## src/rtl/vga_wr_arbiter_pkg.sv

```systemverilog
// Shared constants and types for the VGA framebuffer write arbiter.
// Channel indices name the drawing engines that feed the write port.
package vga_wr_arbiter_pkg;

    localparam int unsigned CH_W       = 3;
    localparam int unsigned DEF_ADDR_W = 19;
    localparam int unsigned DEF_DATA_W = 16;
    localparam int unsigned STAT_W     = 16;

    localparam int unsigned CH_MAP    = 0;
    localparam int unsigned CH_NUMBER = 1;
    localparam int unsigned CH_SPRITE = 2;
    localparam int unsigned CH_TEXT   = 3;

    typedef enum logic {
        ARB_FREE,
        ARB_LOCKED
    } arb_state_t;

endpackage

```

## src/rtl/vga_wr_arbiter_rr_pick.sv

```systemverilog
// Combinational round-robin picker: first valid channel at or after start, wrapping.
module vga_wr_arbiter_rr_pick #(
    parameter int unsigned N_CH  = 4,
    parameter int unsigned IDX_W = 3
) (
    input  logic [N_CH-1:0]  valid,
    input  logic [IDX_W-1:0] start,
    output logic [N_CH-1:0]  pick,
    output logic             found
);

    always_comb begin
        pick  = '0;
        found = 1'b0;
        for (int k = 0; k < int'(N_CH); k++) begin
            for (int c = 0; c < int'(N_CH); c++) begin
                if (!found && valid[c] && (c == ((int'(start) + k) % int'(N_CH)))) begin
                    pick[c] = 1'b1;
                    found   = 1'b1;
                end
            end
        end
    end

endmodule

```

## src/rtl/vga_wr_arbiter.sv

```systemverilog
// N-channel round-robin write arbiter with burst locking and forced select for the VGA write port.
// Optional per-channel grant counters are built when VGA_WR_ARB_STATS_EN is defined.
module vga_wr_arbiter
    import vga_wr_arbiter_pkg::*;
#(
    parameter int unsigned N_CH      = 4,
    parameter int unsigned ADDR_W    = DEF_ADDR_W,
    parameter int unsigned DATA_W    = DEF_DATA_W,
    parameter int unsigned BURST_LEN = 8
) (
    input  logic                 clk,
    input  logic                 rst,
    input  logic [N_CH-1:0]      req_valid,
    input  logic [N_CH*ADDR_W-1:0] req_addr,
    input  logic [N_CH*DATA_W-1:0] req_data,
    output logic [N_CH-1:0]      req_ready,
    input  logic                 force_en,
    input  logic [CH_W-1:0]      force_sel,
    output logic [ADDR_W-1:0]    wr_addr,
    output logic [DATA_W-1:0]    wr_data,
    output logic                 wr,
    output logic [CH_W-1:0]      wr_ch
`ifdef VGA_WR_ARB_STATS_EN
    ,
    input  logic                 stats_clr,
    output logic [N_CH*STAT_W-1:0] grant_cnt
`endif
);

    localparam int unsigned CNT_W = $clog2(BURST_LEN + 1);

    arb_state_t          state_q, state_d;
    logic [CH_W-1:0]     owner_q, owner_d;
    logic [CNT_W-1:0]    cnt_q, cnt_d;
    logic [N_CH-1:0]     grant_c;
    logic [N_CH-1:0]     rr_pick_c;
    logic                rr_found_c;
    logic [CH_W-1:0]     rr_start_c;
    logic [CH_W-1:0]     rr_idx_c;
    logic [CH_W-1:0]     grant_idx_c;
    logic                owner_valid_c;
    logic [ADDR_W-1:0]   sel_addr_c;
    logic [DATA_W-1:0]   sel_data_c;

    assign rr_start_c = (owner_q == CH_W'(N_CH - 1)) ? '0 : owner_q + CH_W'(1);

    vga_wr_arbiter_rr_pick #(
        .N_CH  (N_CH),
        .IDX_W (CH_W)
    ) u_rr_pick (
        .valid (req_valid),
        .start (rr_start_c),
        .pick  (rr_pick_c),
        .found (rr_found_c)
    );

    // Grant decision: force, then continue a locked burst, then round-robin search
    always_comb begin
        state_d       = state_q;
        owner_d       = owner_q;
        cnt_d         = cnt_q;
        grant_c       = '0;
        owner_valid_c = 1'b0;
        for (int c = 0; c < int'(N_CH); c++) begin
            if (owner_q == CH_W'(c)) owner_valid_c = req_valid[c];
        end
        if (force_en) begin
            for (int c = 0; c < int'(N_CH); c++) begin
                if (force_sel == CH_W'(c)) grant_c[c] = req_valid[c];
            end
            state_d = ARB_FREE;
        end else if (state_q == ARB_LOCKED && owner_valid_c && cnt_q < CNT_W'(BURST_LEN)) begin
            for (int c = 0; c < int'(N_CH); c++) begin
                if (owner_q == CH_W'(c)) grant_c[c] = 1'b1;
            end
            cnt_d = cnt_q + CNT_W'(1);
        end else if (rr_found_c) begin
            grant_c = rr_pick_c;
            owner_d = rr_idx_c;
            cnt_d   = CNT_W'(1);
            state_d = ARB_LOCKED;
        end else begin
            state_d = ARB_FREE;
        end
    end

    // One-hot to index and payload mux for the granted channel
    always_comb begin
        rr_idx_c    = '0;
        grant_idx_c = '0;
        sel_addr_c  = '0;
        sel_data_c  = '0;
        for (int c = 0; c < int'(N_CH); c++) begin
            if (rr_pick_c[c]) rr_idx_c = CH_W'(c);
            if (grant_c[c]) begin
                grant_idx_c = CH_W'(c);
                sel_addr_c  = req_addr[c*ADDR_W +: ADDR_W];
                sel_data_c  = req_data[c*DATA_W +: DATA_W];
            end
        end
    end

    assign req_ready = grant_c;

    always_ff @(posedge clk or posedge rst) begin
        if (rst) begin
            state_q <= ARB_FREE;
            owner_q <= CH_W'(N_CH - 1);
            cnt_q   <= '0;
            wr      <= 1'b0;
            wr_addr <= '0;
            wr_data <= '0;
            wr_ch   <= '0;
        end else begin
            state_q <= state_d;
            owner_q <= owner_d;
            cnt_q   <= cnt_d;
            wr      <= |grant_c;
            if (|grant_c) begin
                wr_addr <= sel_addr_c;
                wr_data <= sel_data_c;
                wr_ch   <= grant_idx_c;
            end
        end
    end

`ifdef VGA_WR_ARB_STATS_EN
    // Saturating per-channel accepted-transfer counters; clear wins over increment
    always_ff @(posedge clk or posedge rst) begin
        if (rst) begin
            grant_cnt <= '0;
        end else if (stats_clr) begin
            grant_cnt <= '0;
        end else begin
            for (int c = 0; c < int'(N_CH); c++) begin
                if (grant_c[c] && grant_cnt[c*STAT_W +: STAT_W] != {STAT_W{1'b1}})
                    grant_cnt[c*STAT_W +: STAT_W] <= grant_cnt[c*STAT_W +: STAT_W] + STAT_W'(1);
            end
        end
    end
`endif

endmodule

```

## config.mk

```make
export PLATFORM = sky130hd
export DESIGN_NAME = vga_wr_arbiter
export DESIGN_NICKNAME = d
export VERILOG_FILES = /design/src/rtl/vga_wr_arbiter_pkg.sv /design/src/rtl/vga_wr_arbiter_rr_pick.sv /design/src/rtl/vga_wr_arbiter.sv
export SDC_FILE = /design/constraint.sdc
export NUM_CORES = 1
export LEC_CHECK = 0
export CELL_PAD_IN_SITES_DETAIL_PLACEMENT = 1
export CELL_PAD_IN_SITES_GLOBAL_PLACEMENT = 2
export CORE_AREA = 2 2 107 161
export CTS_BUF_LIST = sky130_fd_sc_hd__clkbuf_4 sky130_fd_sc_hd__clkbuf_8
export DETAILED_ROUTE_END_ITERATION = 12
export DIE_AREA = 0 0 109 163
export HOLD_SLACK_MARGIN = 0.02
export PLACE_DENSITY_LB_ADDON = 0.1
export SYNTH_ARGS = -nofsm -noshare
export SYNTH_HDL_FRONTEND = slang
export SYNTH_SLANG_ARGS = --single-unit
export TNS_END_PERCENT = 5
```

## constraint.sdc

```tcl
create_clock -name clk -period 3.3 [get_ports clk]
set_input_delay 0.33 -clock clk [delete_from_list [all_inputs] [get_ports clk]]
set_output_delay 0.33 -clock clk [all_outputs]
set_load 0.02 [all_outputs]
```

==> results_dict.tcl <==
set metrics [dict create \
    status "completed" \
    wirelength_um 16300 \
    path_clk_slew_ns 0.08 \
    grt.met1_usage_pct 18.1 \
    synth.ff_latch_count 45 \
    whs_endpoint "wr_data[1]$_DFFE_PP0P_" \
    crit_buf_inv 2 \
    yosys_most_used_dff "dfrtp_1" \
    placedInstanceArea_mm2 0.00552 \
    synthXorXnorAreaFrac_pct 0 \
    dpl.hpwl_um 11300 \
    hp-start "wr_data[1]$_DFFE_PP0P_" \
    drt_iter0_markers 124 \
    reg2reg_to "wr_addr[15]$_DFFE_PP0P_" \
    slew_viol_final 0 \
    register_area_mm2 0.00113 \
    peakVddDrop_uv 210 \
    dieArea_mm2 0.0178 \
    vias 3749 \
    core_mm2 0.0165 \
    cts_inserted_buffers 5 \
    clkLatencyLatePin_ns 0.30 \
    finalSetupViolCount 0 \
    final_area_mm2 0.00561 \
    viasPerCell 4.91 \
    cts_buffer_depth 2 \
    grt_pass1_wl_um 23900 \
    fmax_ghz 0.337 \
    n_fill_cell 1905 \
    drive_above_1_share_pct 12.9 \
    tightest_slew_ns 0.974 \
    worstPathArrival_ns 2.64 \
    drc_errors 0 \
    synth_compound_area_share_pct 25.1 \
    skew_ns 0.00568 \
    synth_top_family_by_area "compound AO/OA/AOI/OAI gates" \
    die_h_um 163 \
    crit_path_top_delay_cell "clkdlybuf4s50_1" \
    cts_setup_buffers 0 \
    hold_buffers 0 \
    period_minus_slack_ns 2.97 \
    start_util_pct 20.5 \
    port_buffers 191 \
    pre_cts_ws_ns 0.183 \
    die_x_um 109 \
    syn_inst 374 \
    synth-adder-area-share_pct 0.370 \
    mappedNetlistArea_mm2 0.00338 \
    grt_usage_pct 18.1 \
    multi_input_comb_area_mm2 0.00191 \
    top_usage_layer "met2" \
    grt_start_max_net_pins 46 \
    min_path_type "reg2reg" \
    cap_violations 0 \
    avgSynthCellArea_um2 9.05 \
    r2r_slack_ns 0.48 \
    r2r-start "owner_q[1]$_DFFE_PP1P_" \
    area_growth_pct 65.7 \
    h-tree-depth 2 \
    fin_tns_setup_ns 0 \
    final.period_utilization_pct 89.9 \
    synth_cell_types 46 \
    start_kind "flop" \
    ys.warnings.count 0 \
    utilization_pct 34.0 \
    syn_nets 525 \
    cts.sinks 45 \
    crit_path_end_kind "output port" \
    ant_nets 0 \
    finalWorstSetupSlack_ns 0.334 \
    ff2ff_path_depth 7 \
    synth-edff-count 0 \
    grt_util_met3_pct 3.76 \
    cellPowerDensity_mw_per_mm2 637 \
    hold_path_depth 1 \
    grt_setup_unrepaired "false" \
    worstPathMaxFanout 15 \
    grt_pass1_vias 4203 \
    cts_tree "built" \
    path_class "reg2out" \
    required_ns 2.97 \
    synthSimpleGateAreaFrac_pct 13.8 \
    grt-ovfl-total 0 \
    cp_cell_sequence "or3b_1, o22a_1, or3_2, nand3_4, inv_1, clkdlybuf4s50_1" \
    cts_resized 0 \
    grtUsageMet2_pct 36.1 \
    antenna_found_initial 0 \
    hold_viol 0 \
    whs_ns 0.515 \
    ios 193 \
    dr.pass1.iters 4 \
    wl_per_cell_um 21.3 \
    cpPeakStageDelay_ns 0.53 \
    async_reset_ff_share_pct 100 \
    final_cell_mix "clkdlybuf4s50_1 (191), o21ai_0 (77), inv_1 (47)" \
    rows 58 \
    final_common_cell "clkdlybuf4s50_1" \
    p_leak_nw 2.29 \
    synth.area.mux_share_pct 15.5 \
    fin_nets 702 \
    gp_congestion 0.829 \
    crit_family "simple AND/OR/NAND/NOR gates" \
    max_slew_margin_pct 35.0 \
    yosysSeqAreaShare_pct 33.3 \
    clock-root-buffer "clkbuf_8" \
]
[per-stage QoR]
step,std cells,power (mW)
detailed placement,754,3.27
global route,762,3.79
CTS,762,3.64
finish,763,3.57
floorplan,374,2.29
global placement,754,3.23
[worst max-delay path by stage]
stage,start,to,depth (start not counted)
floorplan,owner_q[0]$_DFFE_PP1P_,wr_addr[0]$_DFFE_PP0P_,9
global placement,req_valid[1],wr_data[1]$_DFFE_PP0P_,8
detailed placement,req_valid[0],wr_data[1]$_DFFE_PP0P_,8
CTS,owner_q[1]$_DFFE_PP1P_,req_ready[0],6
global route,req_valid[0],req_ready[1],7
finish,owner_q[1]$_DFFE_PP1P_,req_ready[0],6
[logic make-up after synthesis]
kind of cell               after synthesis
adders and majority gates                1
buffers and inverters                   84
other                                    1
and+or+nand+nor                         74
DFF                                     45
AOI/OAI and AO/OA                      132
muxes                                   37
[worst reg2reg max path, stage by stage (launching register included)]
cell and delay, ns:
dfstp_2 0.45, or3b_1 0.40, o22a_1 0.28, or3_2 0.49, nand3_4 0.12, and4_4 0.36, buf_12 0.23, mux2_2 0.37
[layer usage]
metal	up-vias	wire, um
met5	-	0
met4	0	229
met3	15	855
met2	115	9350
met1	1859	5840
li1	1760	-
[final cells by class]
cell class | instances | area share (%)
antenna | 1 | 0.0446
clock buffer | 5 | 1.23
clock inverter | 3 | 0.312
inverter | 48 | 3.21
multi-input combinational | 245 | 34.1
sequential | 45 | 20.1
tap | 210 | 4.69
timing repair buffer | 206 | 36.3
[synth_stat cells (2+ instances only)]
library cell	count	area share (%)
o21ai_0	77	11
inv_1	48	5.3
dfrtp_1	43	32
nand4_1	36	6.7
o2111ai_1	36	9.3
mux2_4	29	13
clkbuf_1	20	2.2
nor2_1	10	1.1
buf_2	6	0.89
mux2_2	6	2.0
a21oi_1	5	0.74
nand2_1	5	0.55
nand3_1	5	0.74
nand3b_1	4	0.89
buf_1	3	0.33
buf_12	3	1.8
a21o_1	2	0.44
buf_4	2	0.44
dfstp_2	2	1.6
mux2i_1	2	0.59
nand2b_1	2	0.37
o211ai_1	2	0.44
o22ai_1	2	0.37
or3b_1	2	0.52
[where the power goes]
part | total (mW) | leakage, nW | internal, mW | switching, mW
logic | 2.25 | 1.69 | 1.16 | 1.09
registers | 0.980 | 0.558 | 0.801 | 0.178
clock network | 0.344 | 0.0439 | 0.146 | 0.197
[registers in the layout, indices dropped and copies added (netlist names)]
register and cells:
cnt_q 4, wr_ch 2, wr 1, wr_addr 19, owner_q 2, state_q 1, wr_data 16
Power figures use the tool's default switching activity.
==> RTL edit, RTL diff (same flow settings) <==
Change the package constant `DEF_ADDR_W` from 19 to 17.
--- a/src/rtl/vga_wr_arbiter_pkg.sv
+++ b/src/rtl/vga_wr_arbiter_pkg.sv
@@ -4,5 +4,5 @@
 
     localparam int unsigned CH_W       = 3;
-    localparam int unsigned DEF_ADDR_W = 19;
+    localparam int unsigned DEF_ADDR_W = 17;
     localparam int unsigned DEF_DATA_W = 16;
     localparam int unsigned STAT_W     = 16;
Interface: changed (resized req_addr and wr_addr); port bits go from 193 to 183. No check against the original RTL was run, so the function may have changed too.
==> RTL edit against the original RTL <==
- global-route usage decreased by 3.0 points
- wire length down 20%
- power decreased by 8.5%
- count of clock-buffer cells in the layout is 3 higher
- design area shrank 9.8%
- sequential cell count fell by 2
- synthesized area decreased by 16%
- setup slack worse by 0.20 ns
- largest power group unchanged
- non-clock buffer count is 8 lower
==> RTL edit: results (changes against the original RTL) <==
crit_family: "flip-flops"
fillCellCount: 1883  # -1.2%
numPortBuffers: 181  # -5.2%
cp.arrival_ns: 2.84  # +0.20 ns
ys_types: 49  # +6.5%
syn-num-nets: 449  # -14%
reg_top3: "wr_addr x17, wr_data x16, cnt_q x4"
p_seq_frac: 0.283  # +0.009
max-vdd-ir-drop_uv: 270  # +29%
gp_congestion: 0.751  # -9.4%
clock_net_power_uw: 391  # +14%
leakage_nw: 2.05  # -11%
drt-initial-drc-count: 82  # -34%
critPathMaxFanout: 12  # -3
grt_pass1_vias: 3527  # -16%
dp_hpwl_mm: 9.96  # -12%
finalClockSkew_ns: 0.00865  # +0.00297 ns
nNetsFinal: 631  # -10%
stdcell_count: 699  # -8.4%
status: "finished, final reports clean"
grt_usage: 0.151  # -0.0301
netlist_top_cells_count: "dfrtp_1 (41), inv_1 (36), nand3_1 (35), a22oi_1 (30), o211ai_1 (28)"
ys_seq_area_frac: 0.378  # +0.0446
grt_pass1_wl_mm: 19.9  # -17%
syn_inst: 306  # -18%
wl_per_cell_um: 18.7  # -12%
slew_headroom: 0.361  # +0.0108
## RTL edit: through the flow
step	hold WS (ns)	power [mW]	worst slack [ns]	cell area (sq um)
floorplan	0.457	1.96	0.750	2850
global placement	0.472	2.92	0.218	4960
detailed placement	0.475	2.94	0.187	4960
CTS	0.498	3.35	0.0835	5060
global route	0.514	3.51	0.0285	5060
finish	0.498	3.27	0.129	5060
## RTL edit: layout make-up
cell class                      count  area, sq um  area share
Multi-Input combinational cell    202         1520       0.301
Tap cell                          210          263      0.0519
Clock buffer                        8          104      0.0205
Sequential cell                    43         1080       0.213
Inverter                           38          143      0.0282
Timing Repair Buffer              198         1950       0.386
## RTL edit: cell families (layout without fill, tap and decap cells)
| logic type | Yosys count | in the layout | share of synthesized area |
|---|---|---|---|
| AOI/OAI and AO/OA | 86 | 86 | 0.239 |
| adders and majority gates | 1 | 1 | 0.00439 |
| buffers and inverters | 61 | 244 | 0.0934 |
| DFF | 43 | 43 | 0.378 |
| muxes | 31 | 31 | 0.125 |
| other | 1 | 1 | 0.00131 |
| and+or+nand+nor | 83 | 83 | 0.158 |
## RTL edit: layer usage
metal	wire, um	track usage	up-vias	share of wire
met3	656	0.0308	7	0.050
met4	170	0.0379	0	0.013
li1	-	-	1483	-
met2	7640	0.302	83	0.59
met1	4590	0.152	1555	0.35
met5	0	0	-	0
## RTL edit: path summary, 6_finish.rpt
path / from / to / slack (ns) / depth (start not counted)
hold / removal: wr_addr[14] / wr_addr[14] / 0.50 / 1
max in group asynchronous: rst / wr_data[15] / 2.15 / 2
setup reg to reg: owner_q[0] / wr_addr[11] / 0.51 / 7
min in group asynchronous: rst / wr_data[8] / 0.56 / 2
hold reg to reg: wr_addr[14] / wr_addr[14] / 0.50 / 1
setup / recovery: owner_q[0] / req_ready[2] / 0.13 / 4
